`src/rtl/run_length_tx.sv`:
```
// Run-length waveform generator: queued {level, len} commands are played
// back-to-back on signal_out, each held for max(len, 1) clock cycles.
module run_length_tx #(
  parameter int DEPTH = 4,
  parameter int LEN_W = 32
) (
  input  logic                     clk_in,
  input  logic                     rst_in,
  input  logic                     cmd_level_in,
  input  logic [LEN_W-1:0]         cmd_len_in,
  input  logic                     cmd_valid_in,
  output logic                     cmd_ready_out,
  output logic                     signal_out,
  output logic                     busy_out,
  output logic                     underrun_out,
  output logic [$clog2(DEPTH):0]   fifo_count_out
);

  localparam int PTR_W = $clog2(DEPTH);
  localparam int CNT_W = PTR_W + 1;
  localparam logic [CNT_W-1:0] FULL_COUNT = CNT_W'(DEPTH);
  localparam logic [PTR_W-1:0] LAST_PTR   = PTR_W'(DEPTH - 1);

  typedef enum logic {IDLE = 1'b0, RUN = 1'b1} state_t;

  state_t           state;
  logic [LEN_W-1:0] remain;
  logic             level_mem [DEPTH];
  logic [LEN_W-1:0] len_mem [DEPTH];
  logic [PTR_W-1:0] wr_ptr;
  logic [PTR_W-1:0] rd_ptr;
  logic             push;
  logic             pop;
  logic             fifo_empty;
  logic             head_level;
  logic [LEN_W-1:0] head_len;
  logic [LEN_W-1:0] head_remain;

  // Handshake: a command transfers on a rising edge where cmd_valid_in and
  // cmd_ready_out are both 1. Ready looks only at the registered count and
  // reset, so a pop on the same edge never frees a slot early.
  assign cmd_ready_out = (fifo_count_out < FULL_COUNT) && rst_in;
  assign push          = cmd_valid_in && cmd_ready_out;
  assign fifo_empty    = (fifo_count_out == '0);
  assign pop           = !fifo_empty && ((state == IDLE) || (remain == '0));
  assign head_level    = level_mem[rd_ptr];
  assign head_len      = len_mem[rd_ptr];
  // A zero-length command still occupies one cycle.
  assign head_remain   = (head_len == '0) ? '0 : head_len - LEN_W'(1);
  assign busy_out      = (state == RUN);

  always_ff @(posedge clk_in) begin
    if (push) begin
      level_mem[wr_ptr] <= cmd_level_in;
      len_mem[wr_ptr]   <= cmd_len_in;
    end
  end

  always_ff @(posedge clk_in) begin
    if (!rst_in) begin
      wr_ptr         <= '0;
      rd_ptr         <= '0;
      fifo_count_out <= '0;
      state          <= IDLE;
      remain         <= '0;
      signal_out     <= 1'b0;
      underrun_out   <= 1'b0;
    end else begin
      if (push) wr_ptr <= (wr_ptr == LAST_PTR) ? '0 : wr_ptr + PTR_W'(1);
      if (pop)  rd_ptr <= (rd_ptr == LAST_PTR) ? '0 : rd_ptr + PTR_W'(1);

      case ({push, pop})
        2'b10:   fifo_count_out <= fifo_count_out + CNT_W'(1);
        2'b01:   fifo_count_out <= fifo_count_out - CNT_W'(1);
        default: ;
      endcase

      underrun_out <= 1'b0;
      case (state)
        IDLE: begin
          if (!fifo_empty) begin
            signal_out <= head_level;
            remain     <= head_remain;
            state      <= RUN;
          end
        end
        RUN: begin
          if (remain != '0) begin
            remain <= remain - LEN_W'(1);
          end else if (!fifo_empty) begin
            signal_out <= head_level;
            remain     <= head_remain;
          end else begin
            state        <= IDLE;
            underrun_out <= 1'b1;
          end
        end
        default: state <= IDLE;
      endcase
    end
  end

endmodule

```
`config.mk`:
```
export PLATFORM = sky130hd
export DESIGN_NAME = run_length_tx
export DESIGN_NICKNAME = d
export VERILOG_FILES = /design/src/rtl/run_length_tx.sv
export SDC_FILE = /design/constraint.sdc
export NUM_CORES = 1
export LEC_CHECK = 0
export BUFFER_PORTS_ARGS = -buffer_cell sky130_fd_sc_hd__buf_2
export CAP_MARGIN = 25
export CORE_MARGIN = 1.5
export CORE_UTILIZATION = 60
export DETAILED_ROUTE_END_ITERATION = 12
export HOLD_SLACK_MARGIN = 0.02
export PLACE_DENSITY_LB_ADDON = 0.05
export SLEW_MARGIN = 20
export SYNTH_ARGS = -nofsm -noshare
export SYNTH_HDL_FRONTEND = slang
export SYNTH_SLANG_ARGS = --single-unit
```
`constraint.sdc`:
```
create_clock -name clk_in -period 6.6 [get_ports clk_in]
set_clock_uncertainty 0.1 [all_clocks]
set_input_delay 0 -clock clk_in [delete_from_list [all_inputs] [get_ports clk_in]]
set_output_delay 0 -clock clk_in [all_outputs]
set_load 0.01 [all_outputs]
```
# After elaboration in Yosys (flattened, before gate mapping)

Memories as Yosys holds them, arrays and structs flattened. A register that Yosys moved wholly into a read port is not among the register bits.
Index checks and enable logic that the tools add are counted.

Bits in registers: 42
Bits in writable memories: 132
Input bits: 36
Output and inout port bits: 7
Memories kept: 2

$add $sub $neg: 6
$lt $le $gt $ge: 1
Equal/unequal tests: 5
Mux-type cells: 20
Bitwise logic cells: 2
Reduce and logical (&&, ||, !) cells: 11

Memories:

| name      | depth | width | rd ports | clocked after Yosys merged registers in | wr ports | RTL line | source |
|---|---|---|---|---|---|---|---|
| len_mem   | 4     | 32    | 1        | 1                                       | 1        | 29       | `logic [LEN_W-1:0] len_mem [DEPTH];` |
| level_mem | 4     | 1     | 1        | 1                                       | 1        | 28       | `logic level_mem [DEPTH];` |

Operator list:

| kind                  | count |
|---|---|
| $mux 32               | 3 |
| $logic_not 32->1      | 2 |
| $pmux 32 s2           | 1 |
| $sub 32x1->32 const B | 2 |
| $reduce_bool 32->1    | 1 |
| $mux 2                | 6 |
| $mux 1                | 7 |
| $eq 2x2->1 const B    | 3 |
| $pmux 3 s2            | 1 |
| $add 2x1->2 const B   | 2 |
| $pmux 1 s2            | 2 |
| $add 3x1->3 const B   | 1 |
| $logic_and 1x1->1     | 3 |
| $logic_not 3->1       | 1 |
| $lt 3x3->1 const B    | 1 |
| $reduce_or 3->1       | 1 |
| $sub 3x1->3 const B   | 1 |
| $eq 2x1->1 const B    | 1 |
| $ne 2x2->1 const B    | 1 |
| $not 1->1             | 2 |
| $reduce_bool 2->1     | 1 |
| $logic_not 1->1       | 1 |
| $logic_or 1x1->1      | 1 |

# Depth between registers and ports, before layout

Depth after elaboration: 5
Mapped depth: 14

# Worst setup path after synthesis

Ideal clock, no wire load.

Path kind: reg-to-reg
Start: reg remain[0]
End: reg fifo_count_out[2]
Arrival time: 3281 ps
Setup slack: 3148 ps
Cell stages (with the launch flop): 15
Path buffers: 0
Clock period less this slack: 3452 ps
Cell sequence: dfxtp_1 > inv_1 > ha_1 > or3b_2 > nor3_2 > nand4_1 > o21ai_2 > nand2_1 > inv_2 > ha_1 > inv_1 > fa_1 > xor2_1 > or3_1 > a21oi_1

Longest elaborated chain between the ends: 5

RTL lines:

| what                                            | RTL line | source |
|---|---|---|
| start, declared                                 | 27       | `logic [LEN_W-1:0] remain;` |
| start signal, assigned                          | 83       | `remain <= head_remain;` |
| start signal, assigned                          | 89       | `remain <= remain - LEN_W'(1);` |
| start signal, assigned                          | 92       | `remain <= head_remain;` |
| $logic_not 32->1 *                              | 45       | `assign pop = !fifo_empty && ((state == IDLE) \|\| (remain == '0));` |
| $logic_or 1x1->1 *                              | 45       |  |
| $logic_and 1x1->1 *                             | 45       |  |
| named net pop                                   | 33       | `logic pop;` |
| $eq 2x1->1 or $eq 2x2->1 (tied branches)        | 72       | `case ({push, pop})` |
| $pmux 3 s2 or $reduce_bool 2->1 (tied branches) | -        |  |
| end signal, assigned                            | 73       | `2'b10: fifo_count_out <= fifo_count_out + CNT_W'(1);` |
| end signal, assigned                            | 74       | `2'b01: fifo_count_out <= fifo_count_out - CNT_W'(1);` |
| end, declared                                   | 16       | `output logic [$clog2(DEPTH):0] fifo_count_out` |

Mark *: on every way through the listed nets, which the timed path passes. The rest lies on a longest branch.
A chain may end at the register's enable or synchronous reset.

==> metrics.md <==
| Metric | Value |
|---|---|
| Commonest non-fill, non-tap cells in the layout | 132 x edfxtp_1, 43 x dfxtp_1, 42 x nor2_1, 42 x buf_2, 36 x nand2_1 |
| Overall routed net length | 17,190 um |
| Combinational share of power | 38.2% |
| Placed Area | 0.008247 mm^2 |
| GRT Resource Usage Total | 26.38% |
| FF+latch area | 0.004846 mm^2 |
| Async set-reset flop share out of synthesis | 0% |
| Crit. End Element | register |
| Synthesized net count | 626 |
| Min Tclk post-route | 3972 ps |
| Setup TNS | 0 ps |
| Seq/Total Area, Yosys | 61.48% |
| Max-slew headroom | 46.43% |
| HP Class | primary input to register |
| Switching share of power | 38.28% |
| Global-route wire length before repair | 27,280 um |
| Number of max-cap violations | 0 |
| Cell Pwr Density | 440.6 mW/mm^2 |
| Netlist cell types | 64 |
| Mapped Cells | 581 |
| Crit Path Category | register to register |
| WL/cell | 20.27 um |
| Number of synthesized register bits | 176 |
| Syn avg cell area | 13.56 um^2 |
| Clock tree from TritonCTS | built |
| Die area | 0.01383 mm^2 |
| GR Overflow Total | 0 |
| Filler Cells Inserted | 889 |
| DRC errors left | 0 |
| DPL Wire Length | 10,530 um |
| Clk slew on worst S/H paths | 70 ps |
| H-tree depth | 4 |
| Initial antenna violation count | 0 |
| # setup viols final | 0 |
| Area Overhead vs Synth | 16.69% |
| Critical Path Fanout Max | 29 |
| NetSw | 1551 uW |
| Via/cell ratio | 6.228 |
| Row Count | 41 |
| First-pass iteration count of the detailed router | 5 |
| Core Footprint | 0.01272 mm^2 |
| IR drop worst, VDD | 224.6 uV |
| Fin crit share | 60.18% |
| Leak | 0.003073 uW |
| Worst slew pin tran | 796.3 ps |
| Post-route ant nets | 0 |
| Diodes inserted | 0 |
| Final Cell Area | 0.009195 mm^2 |
| Die width | 117.6 um |
| Commonest non-fill, non-tap cell in the layout | edfxtp_1 |
| Largest net degree at the start of global routing | 37 |
| CP arrival | 4190 ps |
| DR vias | 5,281 |
| Root Driver | clkbuf_16 |
| Worst-Skew Late Latency | 430 ps |
| Setup crit start kind | register |
| Hold Startpoint | cmd_len_in[2] |
| Synth top area share | 50.30% |
| Max Freq | 251.8 MHz |
| Initial DRC count | 387 |
| Final hold vios | 0 |
| Top Ports | 43 |
| P_int | 2501 uW |
| Multi-input gate area | 0.002872 mm^2 |
| Layout cell share with drive strength beyond 1 | 20.71% |
| Slew Limit Fails | 0 |
| Nets | 708 |
| Die Y-Extent | 117.6 um |
| Register share of total power | 37.6% |
| Syn. warnings | 0 |
| Vias in the first global route | 5,076 |
| Cell Area, Synth | 0.007880 mm^2 |
| Top cells by area, synth | edfxtp_1 50%, dfxtp_1 11%, mux4_2 9.4% |
| CP Data Required Time | 6820 ps |
| Maximum root-to-sink buffer count | 2 |
| GPL Wtd Cong | 0.8557 |
| Number of flops mapped to enable cells by yosys | 132 |
| Synth area leader | edfxtp_1 |
| Initial Utilization | 61.94% |
| Inserted Clock Buffers | 17 |
| Ys flop type | edfxtp_1 |
| Input/output buffers | 42 |
| Clock power frac | 24.2% |
| Outcome | finished, final reports clean |
| Total clock sinks | 176 |
| RSZ-0062 raised after global routing | no |
## state kept, by name, indices dropped and copies added (netlist names), named ones only
signal and flops:
fifo_count_out 3, level_mem 4, signal_out 1, wr_ptr 2, rd_ptr 2, remain 32, underrun_out 1, len_mem 128
busy_out 1
## cell families after synthesis
logic type | Yosys count | synth area share, %
compound gates | 103 | 8.542
xor+xnor | 30 | 3.334
fa+ha+maj | 9 | 1.524
buf+inv | 36 | 2.143
flops | 176 | 61.48
mux | 35 | 9.686
simple gates | 192 | 13.29
## final timing paths
check | endpoint | slack, ps | depth (start not counted)
worst max-delay path | remain[17] | 2630 | 8
worst min-delay path | len_mem[0][2] | 220 | 2
worst max register to register | remain[17] | 2630 | 8
worst min register to register | signal_out | 360 | 2
## stage by stage
step,hold WS [ps],setup WS (ps),util (%),power (uW),instances
6_report,215.8,2628,72.28,4052,848
5_1_grt,206.8,2363,72.28,4290,848
4_1_cts,188.3,2468,72.12,4045,847
3_5_place_dp,115.0,2495,64.82,3049,780
3_3_place_gp,110.2,2566,64.82,3001,780
2_1_floorplan,-1.131,3148,-,2666,581
## synth_stat cells (4+ instances only)
cell and number:
mux4_2 33, ha_1 8, xor2_1 16, and3_1 7
nor2_1 42, nor4_1 16, a22oi_1 4, nand3_1 8
o22ai_1 4, edfxtp_1 132, buf_6 4, or3_1 13
nand4_1 4, dfxtp_1 44, nor3_1 24, o21a_1 4
a21oi_1 30, a31oi_1 5, nand2_1 36, nand2b_1 4
o21ai_0 26, nor3b_1 5, or4_1 8, clkbuf_1 16
xnor2_1 14, inv_1 12
## repair_timing
item | CTS | global route
setup buffers | 0 | 0
setup endpoints to repair | 0 | 0
hold buffers | 35 | 0
endpoints found under the hold margin | 145 | 0
resized for setup | 0 | 0
## per-layer routing
metal  vias to the layer above  part of all wire (%)  track usage (%)
met1                      2647                    45            35.84
met3                        24                   4.7            6.056
li1                       2448                     -                -
met5                         -                     0                0
met2                       162                    49            41.96
met4                         0                   1.9            9.985
## critical path, cell delays in order (launching register included)
cell and delay [ps]:
dfxtp_2 410, buf_4 500, mux4_2 650, or4_1 640, or4_4 600, o31ai_4 260, nor2_2 220, a221oi_1 340
nor2_1 70
## power by group through the flow
stage / clock [uW] / combinational, uW / sequential, uW
after detailed placement: 0 / 1510 / 1540
final: 980 / 1550 / 1520
after CTS: 992 / 1540 / 1520
after floorplan: 0 / 1160 / 1500
after global placement: 0 / 1470 / 1530
after global routing: 1040 / 1710 / 1550
## area by class of cell
type                    instances  share of cell area, %
repair buffers                 86                  6.913
inverters                      13                 0.5307
clock inverters                14                  1.619
flip-flops and latches        176                  52.70
well taps                     172                  2.340
multi-input cells             369                  31.23
clock buffers                  18                  4.667
(Power assumes the default switching activity.)
